===== src/rtl/memory_arbiter_pkg.sv =====
// Shared constants and helpers for the N-port shared-memory arbiter.
// Arbitration mode encodings and the supported port-count range live here.
package memory_arbiter_pkg;

  localparam int MODE_RR    = 0;
  localparam int MODE_FIXED = 1;
  localparam int MIN_PORTS  = 2;
  localparam int MAX_PORTS  = 8;

  // Modulo-n increment of a port index, used for the round-robin pointer.
  function automatic int wrap_inc(input int idx, input int n);
    return (idx >= n - 1) ? 0 : idx + 1;
  endfunction

endpackage


===== src/rtl/memory_arbiter_rr_arbiter.sv =====
// Single-grant arbiter over an eligibility mask: round-robin from an internal
// pointer (MODE_RR) or lowest index first (MODE_FIXED).
module memory_arbiter_rr_arbiter
  import memory_arbiter_pkg::*;
#(
  parameter int N    = 4,
  parameter int MODE = MODE_RR
) (
  input  logic                 clk,
  input  logic                 rst_n,
  input  logic                 en,
  input  logic [N-1:0]         eligible,
  output logic [N-1:0]         onehot_win,
  output logic [$clog2(N)-1:0] win_idx,
  output logic                 any
);

  localparam int IDX_W = $clog2(N);

  logic [IDX_W-1:0] r_ptr;
  logic [IDX_W-1:0] w_idx;
  logic [IDX_W-1:0] w_cand;
  logic [N-1:0]     w_onehot;
  logic             w_any;

  // Scan N candidates starting at the pointer (or at 0 in fixed mode);
  // the first eligible one wins.
  // NOTE: every output of this always_comb gets a default first, so no path
  // leaves a variable unassigned and no latch is inferred.
  always_comb begin
    w_idx    = '0;
    w_cand   = '0;
    w_any    = 1'b0;
    w_onehot = '0;
    for (int k = 0; k < N; k++) begin
      if (MODE == MODE_FIXED) begin
        w_cand = IDX_W'(k);
      end else begin
        w_cand = IDX_W'((int'(r_ptr) + k) % N);
      end
      if (!w_any && eligible[w_cand]) begin
        w_any = 1'b1;
        w_idx = w_cand;
      end
    end
    if (w_any) begin
      w_onehot[w_idx] = 1'b1;
    end
  end

  // NOTE: state registers use non-blocking assignments so every flop samples
  // pre-edge values, independent of process ordering.
  always_ff @(posedge clk or negedge rst_n) begin
    if (!rst_n) begin
      r_ptr <= '0;
    end else if (en && w_any && (MODE == MODE_RR)) begin
      r_ptr <= IDX_W'(wrap_inc(int'(w_idx), N));
    end
  end

  assign onehot_win = w_onehot;
  assign win_idx    = w_idx;
  assign any        = w_any;

endmodule


===== src/rtl/memory_arbiter.sv =====
// N-port shared-memory controller: one arbitrated access per clock to a
// single-port synchronous RAM, with per-port qualified read return.
module memory_arbiter
  import memory_arbiter_pkg::*;
#(
  parameter int NUM_PORTS = 4,
  parameter int DATA_W    = 8,
  parameter int ADDR_W    = 7,
  parameter int DEPTH     = 128,
  parameter int MODE      = MODE_RR
) (
  input  logic                        clk,
  input  logic                        rst_n,
  input  logic                        en,
  input  logic [NUM_PORTS-1:0]        req,
  input  logic [NUM_PORTS-1:0]        we,
  input  logic [NUM_PORTS*ADDR_W-1:0] addr,
  input  logic [NUM_PORTS*DATA_W-1:0] wdata,
  output logic [NUM_PORTS-1:0]        gnt,
  output logic [NUM_PORTS-1:0]        rvalid,
  output logic [DATA_W-1:0]           rdata,
  output logic                        rerr
);

  localparam int IDX_W  = $clog2(NUM_PORTS);
  localparam int MEM_AW = $clog2(DEPTH);

  logic [NUM_PORTS-1:0] r_gnt;
  logic [NUM_PORTS-1:0] r_rvalid;
  logic [DATA_W-1:0]    r_rdata;
  logic                 r_rerr;
  logic [DATA_W-1:0]    r_mem [DEPTH];

  logic [NUM_PORTS-1:0] w_eligible;
  logic [NUM_PORTS-1:0] w_onehot;
  logic [IDX_W-1:0]     w_win_idx;
  logic                 w_any;
  logic [ADDR_W-1:0]    w_addr;
  logic [DATA_W-1:0]    w_wdata;
  logic                 w_we;
  logic                 w_in_range;
  logic [MEM_AW-1:0]    w_mem_idx;
  logic [DATA_W-1:0]    w_rd_word;
  logic                 w_do_read;
  logic                 w_do_write;

  // A port whose grant is showing this cycle is masked, so a client still
  // holding req while it observes gnt is never serviced twice.
  assign w_eligible = req & ~r_gnt;

  memory_arbiter_rr_arbiter #(
    .N    (NUM_PORTS),
    .MODE (MODE)
  ) u_arb (
    .clk        (clk),
    .rst_n      (rst_n),
    .en         (en),
    .eligible   (w_eligible),
    .onehot_win (w_onehot),
    .win_idx    (w_win_idx),
    .any        (w_any)
  );

  assign w_addr     = addr[int'(w_win_idx)*ADDR_W +: ADDR_W];
  assign w_wdata    = wdata[int'(w_win_idx)*DATA_W +: DATA_W];
  assign w_we       = we[w_win_idx];
  assign w_in_range = (int'(w_addr) < DEPTH);
  assign w_mem_idx  = MEM_AW'(w_addr);
  assign w_rd_word  = w_in_range ? r_mem[w_mem_idx] : '0;
  assign w_do_read  = en && w_any && !w_we;
  assign w_do_write = en && w_any && w_we && w_in_range;

  // NOTE: the RAM array has no reset; contents are undefined after power-up
  // and survive rst_n, which keeps it mappable onto a block RAM.
  always_ff @(posedge clk) begin
    if (w_do_write) begin
      r_mem[w_mem_idx] <= w_wdata;
    end
  end

  // Response registers: grant, read qualifier and range error are valid for
  // exactly the cycle after the access; rdata holds between reads.
  always_ff @(posedge clk or negedge rst_n) begin
    if (!rst_n) begin
      r_gnt    <= '0;
      r_rvalid <= '0;
      r_rdata  <= '0;
      r_rerr   <= 1'b0;
    end else if (!en) begin
      r_gnt    <= '0;
      r_rvalid <= '0;
      r_rerr   <= 1'b0;
    end else begin
      r_gnt    <= w_onehot;
      r_rerr   <= w_any && !w_in_range;
      r_rvalid <= w_do_read ? w_onehot : '0;
      if (w_do_read) begin
        r_rdata <= w_rd_word;
      end
    end
  end

  assign gnt    = r_gnt;
  assign rvalid = r_rvalid;
  assign rdata  = r_rdata;
  assign rerr   = r_rerr;

endmodule


===== config.mk =====
export PLATFORM = sky130hd
export DESIGN_NAME = memory_arbiter
export DESIGN_NICKNAME = d
export VERILOG_FILES = /design/src/rtl/memory_arbiter_pkg.sv /design/src/rtl/memory_arbiter_rr_arbiter.sv /design/src/rtl/memory_arbiter.sv
export SDC_FILE = /design/constraint.sdc
export NUM_CORES = 1
export LEC_CHECK = 0
export CELL_PAD_IN_SITES_DETAIL_PLACEMENT = 0
export CELL_PAD_IN_SITES_GLOBAL_PLACEMENT = 2
export CORE_MARGIN = 3
export CORE_UTILIZATION = 44
export CTS_BUF_LIST = sky130_fd_sc_hd__clkbuf_4
export DETAILED_ROUTE_END_ITERATION = 8
export PLACE_DENSITY = 0.75
export SLEW_MARGIN = 40
export SYNTH_ARGS = -nofsm -noshare
export SYNTH_HDL_FRONTEND = slang
export SYNTH_SLANG_ARGS = --single-unit

===== constraint.sdc =====
create_clock -name clk -period 6.8 [get_ports clk]
set_input_delay 1.7 -clock clk [delete_from_list [all_inputs] [get_ports clk]]
set_output_delay 1.7 -clock clk [all_outputs]
set_load 0.05 [all_outputs]

==> flow_summary.ini <==
[power]
p_sw_mw = 8.43
p_int_mw = 13.6
comb_power_share_pct = 37.0
vdd_drop_max_mv = 0.564
seqPwrFrac_pct = 39.5
power_switching_share_pct = 38.2
p_clk_share_pct = 23.4
power_density_nw_per_um2 = 478
power.leakage_nw = 15.2

[clock_network]
cts_resized = 0
cts.sinks = 1042
h-tree-depth = 5
ctsLongestPathBuffers = 4
ctsRootBufferMaster = clkbuf_4
tritoncts = built
postCtsSetupBuffers = 0
cts_hold_buf = 0
cts_made_buffers = 281
clock_latency_ns = 1.15
path_clk_slew_ns = 0.07

[global_routing]
grt_antenna_before_repair = 3
groute.usage.overall_pct = 24.4
grt_max_degree = 129
grt_pass1_vias = 24600
grt_pass1_wl_um = 166000
gr-total-overflow = 0

[synth]
syn-mean-instance-area_um2 = 16.8
synth_nets = 2434
synth_cell_types = 66
synth_edf_count = 1024
ys_seq_elements = 1042
postSynthCellCount = 2359
yosysWarnings = 0
synth_area_um2 = 39700
yosysSeqAreaShare_pct = 78.5
async_flop_share_pct = 1.73
synth_ff_type = edfxtp_1

[route]
firstDrtPassIters = 7
wl_met3_um = 11000
via_per_inst = 6.10
wl_per_cell_um = 28.4
dr.max_layer_used = met4
num_vias = 24800
ant_nets = 0
wl_met2_um = 52800
drc = 0
drt_wl_total_um = 115000
drtIter0Drc = 3110
wl_met1_um = 48600

[worst_setup_path]
cp_cell_sequence = clkdlybuf4s50_1, and2b_1, a21oi_4, o21a_4, o311ai_0, and2_4, buf_12, buf_12, a2111oi_1, a31oi_1, a21oi_1, a2bb2oi_1, a41oi_1
cp_data_required_time_ns = 7.74
cp_top_family = compound AO/OA/AOI/OAI gates
cp_common_cell = buf_12
path_max_fanout = 36
path_buf_inv = 3
cpPeakStageDelay_ns = 0.71
setup.worst_path.start_class = input port
crit_path_top_delay_cell = a2111oi_1
crit_type = in -> reg
cp.arrival_ns = 6.23
r2r-start = u_arb.r_ptr[1]
startpoint = req[0]
endpoint_kind = flop

[place]
hpwl_um = 69300
pre_cts_ws_ns = 0.397
io_buffers = 86
place.gp.congestion = 0.855

[sta]
drv_slew = 0
max_freq_mhz = 189
timing.final.crit_share_pct = 77.8
post-route-min-period_ns = 5.29
tns_ns = 0
slew_headroom_pct = 42.5
rsz0062_at_grt = false
fin_ws_ns = 1.51
fin_skew_ns = 0.113
tightest_slew_ns = 0.862
final_hold_viol_count = 0
finalSetupViolCount = 0

[cells_and_area]
syn2layout_area_growth_pct = 16.2
num-nets-final = 2800
drive_gt1_share_pct = 22.1
final_core_util_pct = 51.9

[floorplanning]
num_rows = 109
fp.coreArea_um2 = 88900
die_w_um = 307
initial_core_util_pct = 44.7
io_pins = 88
fp.dieH_um = 307
fp.dieArea_um2 = 94000

[outcome]
status = complete, no violations

[job]
drv_cap = 0

[min_path]
hold_path.class = in -> async
## cells in the final DEF (no fill, tap or decap), drive strengths merged, types with 71 or more instances in the layout
cell type and count:
clkbuf 403, edfxtp 1024, a22oi 208, buf 156
nor2 157, nand3 71, and3 100, a21oi 82
clkdlybuf4s50 85, nand2 85
## per-stage QoR
step / cells / area (um2) / power [mW] / hold WS (ns)
after global placement: 3604 / 42800 / 16.8 / 0.610
after global routing: 4055 / 46200 / 23.0 / 0.487
after CTS: 4052 / 46100 / 22.1 / 0.459
after detailed placement: 3606 / 42900 / 17.0 / 0.616
after floorplan: 2359 / 39800 / 13.3 / 0.567
final: 4056 / 46200 / 22.1 / 0.576
## worst reg2reg max path, cell delays in order (launching register included)
cell       delay (ns)
dfrtp_1          0.44
nand2b_1         0.21
a21oi_4          0.38
o21a_4           0.59
o311ai_0         0.30
and2_4           0.37
buf_12           0.24
buf_12           0.21
a2111oi_1        0.71
a31oi_1          0.20
a21oi_1          0.25
a2bb2oi_1        0.46
a41oi_1          0.20
## cell families after synthesis
family / Yosys count / synth area share [%]
DFF: 1042 / 78.5
AOI/OAI and AO/OA: 633 / 12.6
and+or+nand+nor: 496 / 6.17
buffers and inverters: 166 / 2.19
muxes: 17 / 0.444
adders and majority gates: 4 / 0.126
other: 1 / 0.00944
## cell usage after synthesis, drive strengths merged, types with 2 or more instances
cell	instances	area, um2
a311o	2	20.0
a21boi	2	18.8
ha	4	50.1
o31ai	4	30.0
mux2	5	56.3
o311ai	12	145
nand2b	6	45.0
a2111oi	25	219
inv	8	30.0
nor3	4	20.0
a41oi	8	77.6
dfrtp	18	450
o32a	8	80.1
and2	17	109
nor2	157	589
nand2	85	319
edfxtp	1024	30700
o21ai	8	43.8
a21oi	82	422
and3	100	626
a211oi	9	67.6
a222oi	64	641
buf	100	624
and2b	2	15.0
or3	2	12.5
o2111ai	10	87.6
a22o	63	552
nand3	71	355
a221oi	49	442
o2111a	2	22.5
a2bb2oi	15	131
clkbuf	58	218
a22oi	208	1560
a31o	5	43.8
nand4	33	206
o211ai	9	72.6
nor2b	5	31.3
and4	8	70.1
a31oi	45	282
mux2i	12	120
## sequential cells by signal, summed over array words and instances (netlist names)
signal       cells
gnt              4
rvalid           4
u_arb.r_ptr      2
r_mem         1024
rdata            8
## power groups by stage
stage	Sequential (mW)	Clock [mW]	Combinational (mW)
6_report	8.73	5.17	8.18
5_1_grt	8.73	5.64	8.60
4_1_cts	8.72	5.28	8.12
3_5_place_dp	8.85	0	8.11
3_3_place_gp	8.85	0	7.96
2_1_floorplan	9.11	0	4.19
## worst paths after layout
path,endpoint,slack [ns],depth (start not counted)
min in group clk,u_arb.r_ptr[0],0.62,2
worst min-delay path,rdata[4],0.58,1
worst max-delay path,rdata[0],1.51,13
worst min register to register,u_arb.r_ptr[0],0.62,2
worst max register to register,rdata[0],2.08,12
max in group asynchronous,rdata[1],5.77,1
## final cells by class
| class | instances | area [um2] |
|---|---|---|
| fill | 7374 | 42700 |
| sequential | 1042 | 31200 |
| multi-input combinational | 1151 | 7950 |
| clock buffer | 403 | 3030 |
| timing repair buffer | 241 | 2300 |
| tap | 1165 | 1460 |
| clock inverter | 43 | 221 |
| inverter | 8 | 30.0 |
| antenna | 3 | 7.51 |
## layer usage
metal  GRT usage [%]  vias up
li1                -    10700
met1            34.9    12500
met2            37.1     1373
met3            5.52      170
met4            8.27        0
met5               0        -
Power figures use the tool's default switching activity.
